$ cat config.mk
export PLATFORM = sky130hd
export DESIGN_NAME = cpu_seq_ctrl
export DESIGN_NICKNAME = d
export VERILOG_FILES = /design/src/rtl/cpu_seq_ctrl.sv
export SDC_FILE = /design/constraint.sdc
export NUM_CORES = 1
export LEC_CHECK = 0
export ABC_AREA = 1
export CELL_PAD_IN_SITES_DETAIL_PLACEMENT = 2
export CELL_PAD_IN_SITES_GLOBAL_PLACEMENT = 2
export CORE_ASPECT_RATIO = 1.2
export CORE_MARGIN = 1.5
export CORE_UTILIZATION = 27
export CTS_BUF_LIST = sky130_fd_sc_hd__clkbuf_8 sky130_fd_sc_hd__clkbuf_16
export CTS_CLUSTER_DIAMETER = 150
export CTS_CLUSTER_SIZE = 16
export DETAILED_ROUTE_END_ITERATION = 6
export PLACE_DENSITY = 0.87
export RECOVER_POWER = 100
export SYNTH_ARGS = -nofsm -noshare
export SYNTH_HDL_FRONTEND = slang
export SYNTH_SLANG_ARGS = --single-unit
$ cat constraint.sdc
create_clock -name clk -period 2.9 [get_ports clk]
set_input_delay 0.58 -clock clk [delete_from_list [all_inputs] [get_ports clk]]
set_output_delay 0.58 -clock clk [all_outputs]
set_load 0.05 [all_outputs]
$ cat src/rtl/cpu_seq_ctrl.sv
// Multi-cycle instruction sequencer: fetch, execute, optional memory access, writeback.
// Commits each instruction exactly once by gating the GPR write and PC update to the WB state.
module cpu_seq_ctrl #(
  parameter int unsigned TIMEOUT  = 255,
  parameter logic [31:0] NOP_INST = 32'h0000_0013
) (
  input  logic        clk,
  input  logic        rst,
  output logic        ifu_req_valid,
  input  logic        ifu_req_ready,
  input  logic        ifu_rsp_valid,
  input  logic [31:0] ifu_rsp_data,
  input  logic        ifu_rsp_err,
  output logic [31:0] inst,
  input  logic        dec_is_load,
  input  logic        dec_is_store,
  input  logic        dec_is_ebreak,
  input  logic        dec_illegal,
  output logic        lsu_req_valid,
  output logic        lsu_req_wen,
  input  logic        lsu_req_ready,
  input  logic        lsu_rsp_valid,
  input  logic        lsu_rsp_err,
  output logic        gpr_wen_en,
  output logic        pc_wen,
  output logic        halt,
  output logic [2:0]  halt_cause,
  output logic [2:0]  state,
  output logic [31:0] retire_cnt
);

  localparam int unsigned CNT_W = 32;
  localparam logic [CNT_W-1:0] TIMEOUT_W = CNT_W'(TIMEOUT);

  localparam logic [2:0] CAUSE_NONE    = 3'd0;
  localparam logic [2:0] CAUSE_EBREAK  = 3'd1;
  localparam logic [2:0] CAUSE_ILLEGAL = 3'd2;
  localparam logic [2:0] CAUSE_FETCH   = 3'd3;
  localparam logic [2:0] CAUSE_MEM     = 3'd4;
  localparam logic [2:0] CAUSE_TIMEOUT = 3'd5;

  typedef enum logic [2:0] {
    S_IDLE       = 3'd0,
    S_FETCH_REQ  = 3'd1,
    S_FETCH_WAIT = 3'd2,
    S_EXEC       = 3'd3,
    S_MEM_REQ    = 3'd4,
    S_MEM_WAIT   = 3'd5,
    S_WB         = 3'd6,
    S_HALT       = 3'd7
  } state_e;

  state_e           state_q;
  logic [31:0]      inst_q;
  logic [31:0]      retire_cnt_q;
  logic [CNT_W-1:0] wait_cnt_q;
  logic [2:0]       halt_cause_q;
  logic             store_q;
  logic             timeout_hit;

  // Fires on the wait cycle in which the counter would reach TIMEOUT; a response that cycle wins.
  assign timeout_hit = (TIMEOUT != 0) && ((wait_cnt_q + CNT_W'(1)) == TIMEOUT_W);

  always_ff @(posedge clk) begin
    if (!rst) begin
      state_q      <= S_IDLE;
      inst_q       <= NOP_INST;
      retire_cnt_q <= '0;
      wait_cnt_q   <= '0;
      halt_cause_q <= CAUSE_NONE;
      store_q      <= 1'b0;
    end else begin
      case (state_q)
        S_IDLE: state_q <= S_FETCH_REQ;
        S_FETCH_REQ: begin
          if (ifu_req_ready) begin
            state_q    <= S_FETCH_WAIT;
            wait_cnt_q <= '0;
          end
        end
        S_FETCH_WAIT: begin
          if (ifu_rsp_valid) begin
            if (ifu_rsp_err) begin
              state_q      <= S_HALT;
              halt_cause_q <= CAUSE_FETCH;
            end else begin
              inst_q  <= ifu_rsp_data;
              state_q <= S_EXEC;
            end
          end else if (timeout_hit) begin
            state_q      <= S_HALT;
            halt_cause_q <= CAUSE_TIMEOUT;
          end else begin
            wait_cnt_q <= wait_cnt_q + CNT_W'(1);
          end
        end
        S_EXEC: begin
          if (dec_illegal) begin
            state_q      <= S_HALT;
            halt_cause_q <= CAUSE_ILLEGAL;
          end else if (dec_is_ebreak) begin
            state_q      <= S_HALT;
            halt_cause_q <= CAUSE_EBREAK;
            retire_cnt_q <= retire_cnt_q + 32'd1;
          end else if (dec_is_load || dec_is_store) begin
            store_q <= dec_is_store;
            state_q <= S_MEM_REQ;
          end else begin
            store_q <= 1'b0;
            state_q <= S_WB;
          end
        end
        S_MEM_REQ: begin
          if (lsu_req_ready) begin
            state_q    <= S_MEM_WAIT;
            wait_cnt_q <= '0;
          end
        end
        S_MEM_WAIT: begin
          if (lsu_rsp_valid) begin
            if (lsu_rsp_err) begin
              state_q      <= S_HALT;
              halt_cause_q <= CAUSE_MEM;
            end else begin
              state_q <= S_WB;
            end
          end else if (timeout_hit) begin
            state_q      <= S_HALT;
            halt_cause_q <= CAUSE_TIMEOUT;
          end else begin
            wait_cnt_q <= wait_cnt_q + CNT_W'(1);
          end
        end
        S_WB: begin
          retire_cnt_q <= retire_cnt_q + 32'd1;
          state_q      <= S_FETCH_REQ;
        end
        S_HALT:  state_q <= S_HALT;
        default: state_q <= S_IDLE;
      endcase
    end
  end

  // Moore outputs decoded from the state register only.
  assign ifu_req_valid = (state_q == S_FETCH_REQ);
  assign lsu_req_valid = (state_q == S_MEM_REQ);
  assign lsu_req_wen   = store_q;
  assign gpr_wen_en    = (state_q == S_WB) && !store_q;
  assign pc_wen        = (state_q == S_WB);
  assign halt          = (state_q == S_HALT);
  assign halt_cause    = halt_cause_q;
  assign state         = state_q;
  assign inst          = inst_q;
  assign retire_cnt    = retire_cnt_q;

endmodule
==> flow_summary_export.csv, run 1 <==
group,metric,value,unit
run_status,run_status,"completed",
detailed_routing,drtPass1Iterations,5,
die,die_w,139,µm
clock_network,cts_buffers,9,
timing,finalSetupViolCount,0,
logic_synthesis,synth_fp_nets,1042,
critical_path,path_class,"reg -> out",
logic_synthesis,synth_flop_cell,"dfxtp_1",
critical_path,path_buf_inv,2,
grt,track_usage,0.209,
logic_synthesis,synth_compound_area_frac,0.0830,
finish,layout_commonest_cell,"nand2_1",
logic_synthesis,synth.distinct_cells,39,
die,die_h,166,µm
grt,grt_use_met3,0.0438,
logic_synthesis,syn_inst,995,
timing,rsz0062_at_grt,"yes",
detailed_routing,drc,0,
timing,hold_violations,0,
die,rows,59,
power_and_ir_drop,p_per_area,743,mW/mm²
power_and_ir_drop,ir_drop,0.348,mV
logic_synthesis,synth_top_family_by_area,"simple AND/OR/NAND/NOR gates",
logic_synthesis,ys_warn_count,0,
detailed_routing,wire_per_inst,17.2,µm
critical_path,cp-start-kind,"flop",
finish,nets,1156,
power_and_ir_drop,total_leakage_power,3.55,nW
clock_network,clock_path_buffers,2,
clock_network,htree_levels,3,
grt,grt_max_degree,88,
logic_synthesis,syn_area,0.00600,mm²
timing,worst_slew_pin_slew,0.694,ns
detailed_routing,via_per_inst,4.87,
detailed_routing,dr.first_iter.drc_count,214,
logic_synthesis,avgSynthCellArea,6.03,µm²
critical_path,crit_required,2.32,ns
timing,period_needed,2.79,ns
finish,final_core_util,0.360,
placed_design,dp.final_hpwl,17600,µm
detailed_routing,ant_nets,0,
placed_design,portBuffers,119,
logic_synthesis,ys_seq_elements,103,
timing,fmax,358,MHz
grt,busiest_layer,"met2",
grt,grt_pass1_wl,39100,µm
critical_path,crit_slowest_cell,"clkdlybuf4s50_1",
die,core,0.0218,mm²
timing,drv_slew,0,
logic_synthesis,synth_edf_count,0,
critical_path,crit_family,"buffers and inverters",
clock_network,clk_pin_slew,0.08,ns
logic_synthesis,synth-seq-area-share,0.344,
clock_network,clock-sinks,103,
placed_design,dp_cells,1370,
critical_path,crit_path_max_incr_delay,0.89,ns
logic_synthesis,synth-simple-area-share,0.459,
finish,fillCellCount,2629,
finish,layout.cells.non_filler,1389,
grt,grt_use_met2,0.402,
hold_path,hold_path_class,"reg -> reg",
clock_network,clk_latency,0.37,ns
finish,drive_above_1_share,0.0619,
finish,final_cell_mix,"267 x nand2_1, 254 x nor2_1, 106 x inv_1, 101 x dfxtp_1, 71 x dlygate4sd3_1",
run,drv_cap,0,
detailed_routing,dr_total_vias,6768,
die,ioPinCount,120,
grt,overflow,0,
grt,antenna_found_initial,1,
timing,fin_skew,0.0164,ns
grt,first_global_vias,7603,
die,start_util,0.275,
timing,max_slew_margin,0.538,
logic_synthesis,synthAdderAreaFrac,0.00626,
placed_design,routabilityCongestion,0.784,
detailed_routing,drt-total-wl,23900,µm
power_and_ir_drop,finalPower,0.00583,W
critical_path,worst_ep_arrival_time,2.21,ns
critical_path,cp_cell_sequence,"inv_1, nor3_1, clkdlybuf4s50_1",
clock_network,cts-root-buf,"clkbuf_16",
critical_path,crit_fanout,7,
clock_network,cts_tree,"yes",
finish,syn2layout_area_growth,30.8,%
logic_synthesis,synthMuxAreaShare,0,
logic_synthesis,synth-xor-area-share,0.0131,
timing,period_share,0.962,
die,die_area,0.0231,mm²
logic_synthesis,ys_async_sr_fraction,0,
grt,met1_usage,0.227,
critical_path,worstSetupEndpointType,"output pin",
## logic make-up (layout without fill, tap and decap cells)
| group | count (synthesis) | in the layout |
|---|---|---|
| adder cells (fa/ha/maj) | 3 | 3 |
| AO/OA/AOI/OAI | 94 | 94 |
| other | 0 | 1 |
| buffers and inverters | 140 | 259 |
| XOR/XNOR | 9 | 9 |
| AND/OR/NAND/NOR | 646 | 646 |
| flip-flops | 103 | 103 |
## metal layers
| layer | share of wire | vias up |
|---|---|---|
| met2 | 0.53 | 116 |
| met4 | 0.020 | 0 |
| met5 | 0 | - |
| li1 | - | 3323 |
| met3 | 0.043 | 27 |
| met1 | 0.40 | 3302 |
## repair_timing
action	4_1_cts	5_1_grt
pin swaps	0	2
endpoints found under the setup margin	1	33
buffers inserted	0	2
hold buffers	0	0
gates resized for setup	1	11
## worst reg2reg max path, stage by stage (launching register included)
cell and delay (ns):
dfxtp_1 0.41, ha_2 0.25, nand2_2 0.11, nor2_8 0.20, nand2_4 0.09, nor2_4 0.20, nand2_1 0.08, nand2_1 0.09
nand2_1 0.10, nor2_1 0.13, nand2_1 0.08, nor2_2 0.18, nand4_4 0.15, nand2_8 0.19, buf_12 0.17, nand2_1 0.06
nand2_1 0.07, nor2_1 0.06
## cells in the mapped netlist (6+ instances only)
cell	instances	share of area
nand2_1	267	0.17
xor2_1	8	0.012
buf_6	6	0.011
nor2_2	7	0.0073
a21oi_1	32	0.027
nor3_1	18	0.015
o21ai_0	46	0.038
dfxtp_1	103	0.34
nor2_4	8	0.015
clkbuf_1	15	0.0094
inv_1	104	0.065
nand3_1	50	0.042
nor2_1	257	0.16
inv_2	8	0.0050
nand4_1	14	0.015
## power breakdown
| part | total, W | leakage (nW) | switching, W | internal, W |
|---|---|---|---|---|
| logic | 0.00271 | 2.57 | 0.00186 | 0.000854 |
| clock network | 0.00127 | 0.146 | 0.000661 | 0.000605 |
| registers | 0.00185 | 0.839 | 0.000221 | 0.00163 |
## path summary, 6_finish.rpt
kind                                                 start                          end  slack (ns)  cells after the start
worst min-delay path                  inst[4]$_SDFFE_PN1P_         inst[4]$_SDFFE_PN1P_        0.46                      2
worst max register to register  wait_cnt_q[0]$_SDFFE_PN0P_  wait_cnt_q[19]$_SDFFE_PN0P_        0.18                     17
worst max-delay path                 state[1]$_SDFFE_PN0P_                         halt        0.11                      3
worst min register to register        inst[4]$_SDFFE_PN1P_         inst[4]$_SDFFE_PN1P_        0.46                      2
## area by class of cell
cell class              instances  area, µm²  area share
multi-input cells             752       3390       0.433
well taps                     274        343      0.0437
flip-flops and latches        103       2060       0.263
diodes                          1       2.50    0.000319
repair buffers                129       1320       0.168
inverters                     114        428      0.0546
clock buffers                   9        225      0.0287
clock inverters                 7       66.3     0.00845
## state kept, by name, indices dropped and copies added (netlist names)
signal / count
retire_cnt: 32
inst: 32
lsu_req_wen: 1
state: 3
halt_cause: 3
wait_cnt_q: 32
## stage by stage
stage	instance area, µm²	TNS (ns)	hold WS [ns]	setup WS, ns
2_1_floorplan	6000	0	0.509	0.177
6_report	7840	0	0.458	0.109
3_3_place_gp	7500	0	0.437	0.223
3_5_place_dp	7500	0	0.455	0.0461
4_1_cts	7790	0	0.475	0.0230
5_1_grt	7840	-0.0784	0.502	-0.0267
(Power assumes the default switching activity.)
==> run 2: changes to the inputs <==
--- a/config.mk
+++ b/config.mk
@@ -15,7 +15,7 @@
 export CTS_CLUSTER_DIAMETER = 150
 export CTS_CLUSTER_SIZE = 16
 export DETAILED_ROUTE_END_ITERATION = 6
-export PLACE_DENSITY = 0.87
+export PLACE_DENSITY_LB_ADDON = 0.1
 export RECOVER_POWER = 100
 export SYNTH_ARGS = -nofsm -noshare
 export SYNTH_HDL_FRONTEND = slang
==> run 2 against run 1 <==
  * Sequential cell count unchanged
  * Worst setup slack better by 0.088 ns
  * Total power down 1.8%
  * First-iteration DRC count down 20%
  * Fmax up 3.2%
  * Global-route usage down 1.0 points
  * Final area down 0.85%
  * Core utilization down 0.30 points
  * Combinational power down 3%
  * Critical path type unchanged
  * Critical path depth unchanged
  * Largest power group unchanged
  * Final cell count up 0.14%
  * Worst hold slack worse by 0.012 ns
==> flow_summary_export.csv, run 2 (synthesized netlist as in run 1, its figures left out) <==
group,metric,value,unit
run_status,run_status,"completed",
critical_path,crit_fanout,5,
timing,fin_ws,0.196,ns
clock_network,cts_buffers,9,
timing,finalSetupViolCount,0,
detailed_routing,ant_nets,0,
critical_path,cp-start-kind,"flop",
timing,period_needed,2.70,ns
hold_path,hold_path_class,"reg -> reg",
detailed_routing,dr.first_iter.drc_count,171,
hold_path,min_from,"halt_cause[0]$_SDFFE_PN0P_",
detailed_routing,via_per_inst,4.75,
timing,fmax,370,MHz
placed_design,routabilityCongestion,0.813,
finish,layout.cells.non_filler,1391,
critical_path,path_class,"reg -> out",
timing,finalSetupTns,0,ns
critical_path,worst_ep_arrival_time,2.12,ns
die,start_util,0.275,
grt,grt_pass1_wl,36900,µm
grt,first_global_vias,7179,
timing,max_slew_margin,0.509,
die,core,0.0218,mm²
critical_path,worstSetupEndpointType,"output pin",
grt,overflow,0,
clock_network,clock_path_buffers,2,
finish,layout_commonest_cell,"nand2_1",
critical_path,path_buf_inv,2,
clock_network,cts_hold_buf,0,
grt,antenna_found_initial,0,
critical_path,worstSetupStartpoint,"state[0]$_SDFFE_PN0P_",
detailed_routing,drc,0,
grt,grt_max_degree,45,
detailed_routing,drt-total-wl,22500,µm
run,drv_cap,0,
timing,worst_slew_pin_slew,0.736,ns
die,die_w,139,µm
timing,drv_slew,0,
timing,period_share,0.932,
power_and_ir_drop,total_leakage_power,3.51,nW
clock_network,htree_levels,3,
clock_network,cts_setup_buffers,0,
clock_network,clk_latency,0.37,ns
timing,fin_skew,0.0139,ns
finish,syn2layout_area_growth,29.7,%
clock_network,clock-sinks,103,
power_and_ir_drop,ir_drop,0.367,mV
finish,final_core_util,0.357,
finish,drive_above_1_share,0.0555,
finish,nets,1159,
critical_path,cp_cell_sequence,"inv_1, nor3_2, dlygate4sd3_1",
critical_path,reg2reg_from,"wait_cnt_q[1]$_SDFFE_PN0P_",
placed_design,portBuffers,119,
timing,rsz0062_at_grt,"no",
placed_design,dp_cells,1374,
detailed_routing,dr_total_vias,6607,
die,die_h,166,µm
clock_network,cts_tree,"yes",
detailed_routing,drtPass1Iterations,4,
critical_path,crit_path_max_incr_delay,0.96,ns
clock_network,cts-root-buf,"clkbuf_16",
power_and_ir_drop,p_per_area,736,mW/mm²
die,die_area,0.0231,mm²
finish,final_cell_mix,"268 x nand2_1, 259 x nor2_1, 106 x inv_1, 103 x dfxtp_1, 72 x dlygate4sd3_1",
die,rows,59,
critical_path,crit_slowest_cell,"dlygate4sd3_1",
clock_network,clk_pin_slew,0.08,ns
critical_path,crit_required,2.32,ns
finish,n_antenna_cell,0,
critical_path,crit_family,"buffers and inverters",
grt,track_usage,0.199,
detailed_routing,wire_per_inst,16.1,µm
power_and_ir_drop,finalPower,0.00572,W
placed_design,dpl_worst_slack,0.172,ns
die,ioPinCount,120,
placed_design,dp.final_hpwl,17100,µm
timing,hold_violations,0,
-- run 2: cell count changes in the layout (fill, tap and decap cells not counted), moves of 2 or more --
cell / change
buf_12: -3
clkdlybuf4s50_1: -2
clkbuf_1: +4
buf_4: +4
nor2_1: +5
dfxtp_2: -2
dfxtp_1: +2
nor2_2: -5
-- run 2: routing by layer --
metal | vias up | wire length, µm | track usage
met1 | 3187 | 9850 | 0.231
met4 | 0 | 322 | 0.0587
li1 | 3324 | - | -
met2 | 82 | 11200 | 0.363
met5 | - | 0 | 0
met3 | 14 | 1040 | 0.0444
-- run 2: layout make-up --
cell class | instances | area (µm²)
repair buffers | 132 | 1290
well taps | 274 | 343
inverters | 114 | 428
flip-flops and latches | 103 | 2060
clock inverters | 7 | 66.3
multi-input cells | 752 | 3360
fillers | 2717 | 14000
clock buffers | 9 | 225
-- run 2: per-stage QoR --
stage	hold WS, ns	cell area [µm²]
2_1_floorplan	0.509	6000
3_3_place_gp	0.440	7510
3_5_place_dp	0.443	7510
4_1_cts	0.455	7800
5_1_grt	0.483	7780
6_report	0.447	7780
-- run 2: path summary, 6_finish.rpt --
path | to | slack, ns | cells after the start
worst max-delay path | ifu_req_valid | 0.20 | 3
worst min register to register | halt_cause[0]$_SDFFE_PN0P_ | 0.45 | 2
worst max register to register | wait_cnt_q[26]$_SDFFE_PN0P_ | 0.23 | 17
worst min-delay path | halt_cause[0]$_SDFFE_PN0P_ | 0.45 | 2
-- run 2: worst register-to-register path, stage by stage, from the launching register on --
cell and delay [ns]:
dfxtp_1 0.42, ha_2 0.25, nand2_2 0.10, nor2_8 0.20, nand2_4 0.10, nor2_4 0.22
nand2_1 0.08, nand2_1 0.06, nand2_1 0.07, nor2_1 0.11, nand2_1 0.14, nor2_4 0.16
nand4_4 0.12, nand2_4 0.14, buf_8 0.22, nand2_1 0.08, nand2_1 0.06, nor2_1 0.04
-- run 2: report_power, final --
group	switching (W)	internal, W	leakage [nW]	total (W)
Combinational	0.00180	0.000824	2.53	0.00262
Sequential	0.000209	0.00163	0.838	0.00184
Clock	0.000659	0.000605	0.146	0.00126
-- run 2: repair_timing --
action	in CTS	in global routing
hold endpoints to repair	0	0
gates resized for setup	0	6
setup endpoints to repair	0	26
